File: config.mk
export PLATFORM = sky130hd
export DESIGN_NAME = multicycle_control_unit_flat
export DESIGN_NICKNAME = d
export VERILOG_FILES = /design/src/rtl/multicycle_control_unit_if.sv /design/src/rtl/multicycle_control_unit.sv /design/src/flat_wrapper.sv
export SDC_FILE = /design/constraint.sdc
export NUM_CORES = 1
export LEC_CHECK = 0
export CORE_MARGIN = 2
export CORE_UTILIZATION = 30
export CTS_CLUSTER_DIAMETER = 50
export DETAILED_ROUTE_END_ITERATION = 8
export GPL_TIMING_DRIVEN = 0
export PLACE_DENSITY = 0.49
export SETUP_SLACK_MARGIN = 0.1
export SYNTH_ARGS = -nofsm -noshare
export SYNTH_HDL_FRONTEND = slang
export SYNTH_SLANG_ARGS = --single-unit
File: constraint.sdc
create_clock -name clk -period 2.4 [get_ports clk]
set_input_delay 0.6 -clock clk [delete_from_list [all_inputs] [get_ports clk]]
set_output_delay 0.6 -clock clk [all_outputs]
set_load 0.02 [all_outputs]
File: src/rtl/multicycle_control_unit_if.sv
// Control-unit <-> datapath bundle: IR opcode, ALU flag and memory handshake in,
// per-state datapath controls and status out. slave = control unit, master = datapath.
interface multicycle_control_unit_if #(
  parameter int CNT_W = 32
);
  logic [6:0]       opcode;
  logic             zero;
  logic             mem_ready;
  logic             pc_write;
  logic             ir_write;
  logic [1:0]       alu_op;
  logic             alu_src;
  logic             mem_read;
  logic             mem_write;
  logic             mem_2_reg;
  logic             reg_write;
  logic             branch;
  logic             jump;
  logic             trap;
  logic             busy;
  logic [CNT_W-1:0] retired;

  modport master (
    output opcode, zero, mem_ready,
    input  pc_write, ir_write, alu_op, alu_src, mem_read, mem_write,
           mem_2_reg, reg_write, branch, jump, trap, busy, retired
  );

  modport slave (
    input  opcode, zero, mem_ready,
    output pc_write, ir_write, alu_op, alu_src, mem_read, mem_write,
           mem_2_reg, reg_write, branch, jump, trap, busy, retired
  );
endinterface

File: src/rtl/multicycle_control_unit.sv
// Multi-cycle RISC-V control FSM (FETCH/DECODE/EXEC/MEM/WB) with memory wait-state
// timeout, illegal-opcode trap and a retired-instruction counter.
module multicycle_control_unit #(
  parameter int MEM_TIMEOUT = 8,
  parameter int WAIT_W      = 4,
  parameter int CNT_W       = 32
) (
  input  logic                      clk,
  input  logic                      rst,
  multicycle_control_unit_if.slave  bus
);

  typedef enum logic [2:0] {
    S_FETCH, S_DECODE, S_EXEC, S_MEM, S_WB, S_TRAP
  } state_t;

  localparam logic [6:0] OP_R     = 7'b0110011;
  localparam logic [6:0] OP_I     = 7'b0010011;
  localparam logic [6:0] OP_LOAD  = 7'b0000011;
  localparam logic [6:0] OP_STORE = 7'b0100011;
  localparam logic [6:0] OP_BEQ   = 7'b1100011;
  localparam logic [6:0] OP_JAL   = 7'b1101111;

  state_t            state, nstate;
  logic [6:0]        op_q;
  logic [WAIT_W-1:0] wait_cnt;
  logic [CNT_W-1:0]  retired;
  logic              retire, timeout;

  logic       pc_write, ir_write, alu_src, mem_read, mem_write;
  logic       mem_2_reg, reg_write, branch, jump, trap, busy;
  logic [1:0] alu_op;

  always_ff @(posedge clk) begin
    if (rst) begin
      state    <= S_FETCH;
      op_q     <= '0;
      wait_cnt <= '0;
      retired  <= '0;
    end else begin
      state <= nstate;
      if (state == S_DECODE) op_q <= bus.opcode;
      // counts only while parked in a memory state; any transition clears it
      if ((state == S_FETCH || state == S_MEM) && nstate == state)
        wait_cnt <= wait_cnt + 1'b1;
      else
        wait_cnt <= '0;
      if (retire) retired <= retired + CNT_W'(1);
    end
  end

  always_comb begin
    nstate    = state;
    retire    = 1'b0;
    pc_write  = 1'b0;
    ir_write  = 1'b0;
    alu_op    = 2'b00;
    alu_src   = 1'b0;
    mem_read  = 1'b0;
    mem_write = 1'b0;
    mem_2_reg = 1'b0;
    reg_write = 1'b0;
    branch    = 1'b0;
    jump      = 1'b0;
    trap      = 1'b0;
    busy      = 1'b1;
    // ready in the last permitted cycle still completes the access
    timeout   = (MEM_TIMEOUT != 0) && !bus.mem_ready &&
                (wait_cnt == WAIT_W'(MEM_TIMEOUT - 1));
    case (state)
      S_FETCH: begin
        mem_read = 1'b1;
        if (bus.mem_ready) begin
          ir_write = 1'b1;
          pc_write = 1'b1;
          nstate   = S_DECODE;
        end else if (timeout) begin
          nstate = S_TRAP;
        end
      end
      S_DECODE: begin
        case (bus.opcode)
          OP_R, OP_I, OP_LOAD, OP_STORE, OP_BEQ, OP_JAL: nstate = S_EXEC;
          default:                                       nstate = S_TRAP;
        endcase
      end
      S_EXEC: begin
        case (op_q)
          OP_R:     begin alu_op = 2'b10; nstate = S_WB; end
          OP_I:     begin alu_op = 2'b10; alu_src = 1'b1; nstate = S_WB; end
          OP_LOAD,
          OP_STORE: begin alu_src = 1'b1; nstate = S_MEM; end
          OP_BEQ: begin
            alu_op   = 2'b01;
            branch   = 1'b1;
            pc_write = bus.zero;
            retire   = 1'b1;
            nstate   = S_FETCH;
          end
          OP_JAL:   begin jump = 1'b1; pc_write = 1'b1; nstate = S_WB; end
          default:  nstate = S_TRAP;
        endcase
      end
      S_MEM: begin
        mem_write = (op_q == OP_STORE);
        mem_read  = (op_q != OP_STORE);
        if (bus.mem_ready) begin
          if (op_q == OP_STORE) begin
            retire = 1'b1;
            nstate = S_FETCH;
          end else begin
            nstate = S_WB;
          end
        end else if (timeout) begin
          nstate = S_TRAP;
        end
      end
      S_WB: begin
        reg_write = 1'b1;
        mem_2_reg = (op_q == OP_LOAD);
        jump      = (op_q == OP_JAL);
        retire    = 1'b1;
        nstate    = S_FETCH;
      end
      default: begin
        trap = 1'b1;
        busy = 1'b0;
      end
    endcase
  end

  assign bus.pc_write  = pc_write;
  assign bus.ir_write  = ir_write;
  assign bus.alu_op    = alu_op;
  assign bus.alu_src   = alu_src;
  assign bus.mem_read  = mem_read;
  assign bus.mem_write = mem_write;
  assign bus.mem_2_reg = mem_2_reg;
  assign bus.reg_write = reg_write;
  assign bus.branch    = branch;
  assign bus.jump      = jump;
  assign bus.trap      = trap;
  assign bus.busy      = busy;
  assign bus.retired   = retired;

endmodule
File: src/flat_wrapper.sv
// flat-port wrapper written by rule: the top's interface ports become plain ports
module multicycle_control_unit_flat 
#(
  parameter int MEM_TIMEOUT = 8,
  parameter int WAIT_W      = 4,
  parameter int CNT_W       = 32
)
  (clk, rst, bus_opcode, bus_zero, bus_mem_ready, bus_pc_write, bus_ir_write, bus_alu_op, bus_alu_src, bus_mem_read, bus_mem_write, bus_mem_2_reg, bus_reg_write, bus_branch, bus_jump, bus_trap, bus_busy, bus_retired);
  multicycle_control_unit_if #(.CNT_W(CNT_W)) bus_i ();
  input  logic clk;
  input  logic rst;
  input wire logic [$bits(bus_i.opcode)-1:0] bus_opcode;
  input wire logic [$bits(bus_i.zero)-1:0] bus_zero;
  input wire logic [$bits(bus_i.mem_ready)-1:0] bus_mem_ready;
  output wire logic [$bits(bus_i.pc_write)-1:0] bus_pc_write;
  output wire logic [$bits(bus_i.ir_write)-1:0] bus_ir_write;
  output wire logic [$bits(bus_i.alu_op)-1:0] bus_alu_op;
  output wire logic [$bits(bus_i.alu_src)-1:0] bus_alu_src;
  output wire logic [$bits(bus_i.mem_read)-1:0] bus_mem_read;
  output wire logic [$bits(bus_i.mem_write)-1:0] bus_mem_write;
  output wire logic [$bits(bus_i.mem_2_reg)-1:0] bus_mem_2_reg;
  output wire logic [$bits(bus_i.reg_write)-1:0] bus_reg_write;
  output wire logic [$bits(bus_i.branch)-1:0] bus_branch;
  output wire logic [$bits(bus_i.jump)-1:0] bus_jump;
  output wire logic [$bits(bus_i.trap)-1:0] bus_trap;
  output wire logic [$bits(bus_i.busy)-1:0] bus_busy;
  output wire logic [$bits(bus_i.retired)-1:0] bus_retired;
  assign bus_i.opcode = bus_opcode;
  assign bus_i.zero = bus_zero;
  assign bus_i.mem_ready = bus_mem_ready;
  assign bus_pc_write = bus_i.pc_write;
  assign bus_ir_write = bus_i.ir_write;
  assign bus_alu_op = bus_i.alu_op;
  assign bus_alu_src = bus_i.alu_src;
  assign bus_mem_read = bus_i.mem_read;
  assign bus_mem_write = bus_i.mem_write;
  assign bus_mem_2_reg = bus_i.mem_2_reg;
  assign bus_reg_write = bus_i.reg_write;
  assign bus_branch = bus_i.branch;
  assign bus_jump = bus_i.jump;
  assign bus_trap = bus_i.trap;
  assign bus_busy = bus_i.busy;
  assign bus_retired = bus_i.retired;
  multicycle_control_unit #(.MEM_TIMEOUT(MEM_TIMEOUT), .WAIT_W(WAIT_W), .CNT_W(CNT_W)) u_core (.clk(clk), .rst(rst), .bus(bus_i));
endmodule
==> flow_metrics.py <==
metrics = {
    "worst_hold_path": {
        "class_of_the_worst_hold_path": "reg2reg",
        "worst_hold_startpoint": "u_core.wait_cnt[0]",
        "hold_path_cell_cnt": 1,
        "whs_endpoint": "u_core.wait_cnt[0]",
    },
    "grt": {
        "grt_antenna_before_repair": 0,
        "grt_max_degree": 15,
        "grt_pass1_vias": 2414,
        "grt_pass1_wl_um": 11900,
        "total_routing_usage_reported_by_global_routing": 0.166,
        "grt_overflow_total": 0,
    },
    "cts": {
        "ctsRootBufferMaster": "sky130_fd_sc_hd__clkbuf_8",
        "cts_inserted_buffers": 5,
        "path_clk_slew_ps": 90,
        "clock_tree_from_tritoncts": "yes",
        "clock_sink_count": 46,
        "clk-insertion-delay-late_ps": 310,
        "clock_path_buffers": 2,
        "h_tree_lvls": 2,
    },
    "critical_path": {
        "critPathMaxStageDelay_ps": 460,
        "worst_ep_required_time_ps": 1800,
        "worst-path-buf-inv": 1,
        "setup.worst_path.start_class": "flip-flop",
        "reg2reg_setup_slack_ps": 290,
        "rr_endpoint": "u_core.bus.retired[28]",
        "worst-r2r-cell-count": 8,
        "maximum_fanout_along_the_worst_path": 5,
        "path_cells": "nand4bb_4, or4_4, nand3_2, a21oi_1, buf_4",
        "timing.critical_path.arrival_ps": 1680,
        "ws_path_type": "reg2out",
        "ff_to_ff_start": "u_core.bus.retired[1]",
        "dominant_delay_contributor_by_cell_family_on_the_critical_path": "simple AND/OR/NAND/NOR gates",
        "critical_path_sink_type": "output pin",
        "cp_slowest_cell": "sky130_fd_sc_hd__or4_4",
    },
    "timing": {
        "timing.slew.headroom": 0.476,
        "worst_hold_slack_ps": 455,
        "grt_setup_unrepaired": "yes",
        "worst_pin_slew_ps": 784,
        "final_number_of_max_transition_violations": 0,
        "finalCritPeriodShare": 0.949,
        "setup_violations": 0,
        "maxClockFrequency_mhz": 439,
        "finalClockSkew_ps": 14.3,
        "finalWorstPathRequiredPeriod_ps": 2280,
        "finalHoldViolCount": 0,
        "final_critical_path_setup_slack_ps": 123,
    },
    "pwr": {
        "ir_worst_vdd_v": 0.000221,
        "total_power_uw": 1700,
        "p_leak_uw": 0.00114,
        "pwr_density_cell_nw_per_um2": 497,
    },
    "layout": {
        "final-instance-count-excl-fill": 486,
        "ant_cells": 0,
        "final_net_count": 393,
        "final_util": 0.423,
        "area.growth.synth_to_final_pct": 38.7,
        "layout_filler_cell_count": 868,
        "layout-drive-gt1-share": 0.181,
    },
    "yosys": {
        "syn-mean-instance-area_um2": 7.92,
        "synth_top_flop_cell": "sky130_fd_sc_hd__dfxtp_1",
        "number_of_flip_flops_and_latches_in_the_synthesized_netlist": 46,
        "syn_area_um2": 2470,
        "synth_enable_flop_cells": 0,
        "synth_warnings": 0,
        "number_of_standard_cells_after_synthesis": 312,
        "synthesis.nets": 325,
        "seq_area_frac_synth": 0.373,
        "netlist-cell-type-count": 43,
        "postSynth.asyncResetShare": 0,
    },
    "routing": {
        "detailedRoute.firstIterationViolations": 98,
        "viasPerCell": 5.24,
        "wl_um": 7060,
        "route.vias.total": 2549,
        "wl_per_cell_um": 14.5,
        "drtAntennaViolNets": 0,
        "first_pass_iters": 4,
        "detail_route.drc_violations": 0,
    },
    "placement": {
        "routabilityCongestion": 0.761,
        "dp.cells": 472,
        "pre_cts_slack_ps": -497,
        "place.port_buffers": 55,
        "detailed_place_hpwl_um": 5160,
    },
    "status": {
        "outcome": "completed",
    },
    "die": {
        "effective_utilization_at_floorplan": 0.305,
        "rows": 33,
        "pin_count": 56,
        "floorplan.die.width_um": 94.7,
        "core_um2": 8090,
        "die-height_um": 94.7,
        "design.die.area_um2": 8970,
    },
    "run": {
        "max-cap-violations": 0,
    },
}
## timing repair
item,4_1_cts,5_1_grt
setup endpoints to repair,29,23
pin swaps,2,1
buffers inserted,6,1
gates resized for setup,59,28
hold buffers,0,0
## Yosys cell counts (3+ instances only)
cell,number,area (um^2)
sky130_fd_sc_hd__dfxtp_1,46,921
sky130_fd_sc_hd__o31ai_1,12,90.1
sky130_fd_sc_hd__nor2_1,37,139
sky130_fd_sc_hd__nand2b_1,3,18.8
sky130_fd_sc_hd__nand3b_1,5,37.5
sky130_fd_sc_hd__or2_2,3,18.8
sky130_fd_sc_hd__nor2b_1,9,56.3
sky130_fd_sc_hd__or4_1,14,105
sky130_fd_sc_hd__buf_2,4,20.0
sky130_fd_sc_hd__nand2_1,23,86.3
sky130_fd_sc_hd__or3_1,12,75.1
sky130_fd_sc_hd__a21oi_1,31,155
sky130_fd_sc_hd__nand4_1,9,56.3
sky130_fd_sc_hd__and3_1,3,18.8
sky130_fd_sc_hd__inv_1,10,37.5
sky130_fd_sc_hd__nor3_1,8,40.0
sky130_fd_sc_hd__mux2_2,6,67.6
sky130_fd_sc_hd__clkbuf_1,10,37.5
sky130_fd_sc_hd__nor4_1,3,18.8
sky130_fd_sc_hd__o21ai_0,15,75.1
sky130_fd_sc_hd__mux2i_1,7,70.1
sky130_fd_sc_hd__xor2_1,4,35.0
sky130_fd_sc_hd__nand3_1,12,60.1
## layout make-up
class | instances | area, um^2 | share of cell area
multi-input combinational | 241 | 1550 | 0.454
clock buffer | 6 | 82.6 | 0.0241
sequential | 46 | 936 | 0.273
timing repair buffer | 62 | 556 | 0.162
clock inverter | 2 | 60.1 | 0.0175
inverter | 10 | 37.5 | 0.0110
tap | 105 | 131 | 0.0383
buffer | 14 | 68.8 | 0.0201
## through the flow
stage / cell area, um^2 / setup TNS [ps]
after global routing: 3430 / 0
after floorplan: 2470 / 0
after detailed placement: 3150 / -9720
final: 3430 / 0
after global placement: 3150 / -10150
after CTS: 3350 / 0
## where the power goes
group          total (uW)  switching (uW)  internal [uW]
clock network         723             278            444
logic                 175            99.2           75.4
registers             804            24.7            780
## flip-flops by register name, indices dropped and copies added, names as in the netlist
register and count:
u_core.op_q 7, u_core.bus.retired 32, u_core.wait_cnt 4, u_core.state 3
## logic make-up after synthesis
family,count (synthesis),share of synthesized area
buf+inv,25,0.0400
simple gates,149,0.325
fa+ha+maj,2,0.0101
compound gates,71,0.175
mux,13,0.0557
xor+xnor,6,0.0213
flops,46,0.373
## metal layers
| layer | track usage | vias to the layer above | part of all wire | wire length, um |
|---|---|---|---|---|
| met4 | 0.0374 | 0 | 0.015 | 105 |
| met1 | 0.220 | 1198 | 0.46 | 3240 |
| met5 | 0 | - | 0 | 0 |
| met2 | 0.280 | 67 | 0.47 | 3350 |
| met3 | 0.0319 | 10 | 0.052 | 369 |
| li1 | - | 1274 | - | - |
## placed cells by master (no fill, tap or decap), drive strengths merged, types with 14 or more instances in the layout
| cell | netlist | layout |
|---|---|---|
| nand2 | 23 | 23 |
| clkdlybuf4s50 | 0 | 41 |
| dfxtp | 46 | 46 |
| clkbuf | 10 | 16 |
| o21ai | 15 | 15 |
| or4 | 14 | 14 |
| nor2 | 37 | 37 |
| buf | 5 | 21 |
| a21oi | 31 | 31 |
## worst max-delay path by stage
stage / slack, ps / endpoint / startpoint / depth (start not counted)
after floorplan: 100 / bus_pc_write / u_core.state[0] / 5
after global placement: -540 / u_core.bus.retired[6] / bus_mem_ready / 8
after detailed placement: -500 / bus_pc_write / bus_mem_ready / 4
after CTS: 80 / bus_pc_write / u_core.state[1] / 4
after global routing: 50 / bus_mem_read / u_core.op_q[2] / 5
final: 120 / bus_mem_read / u_core.op_q[2] / 5
Power figures use the tool's default switching activity.
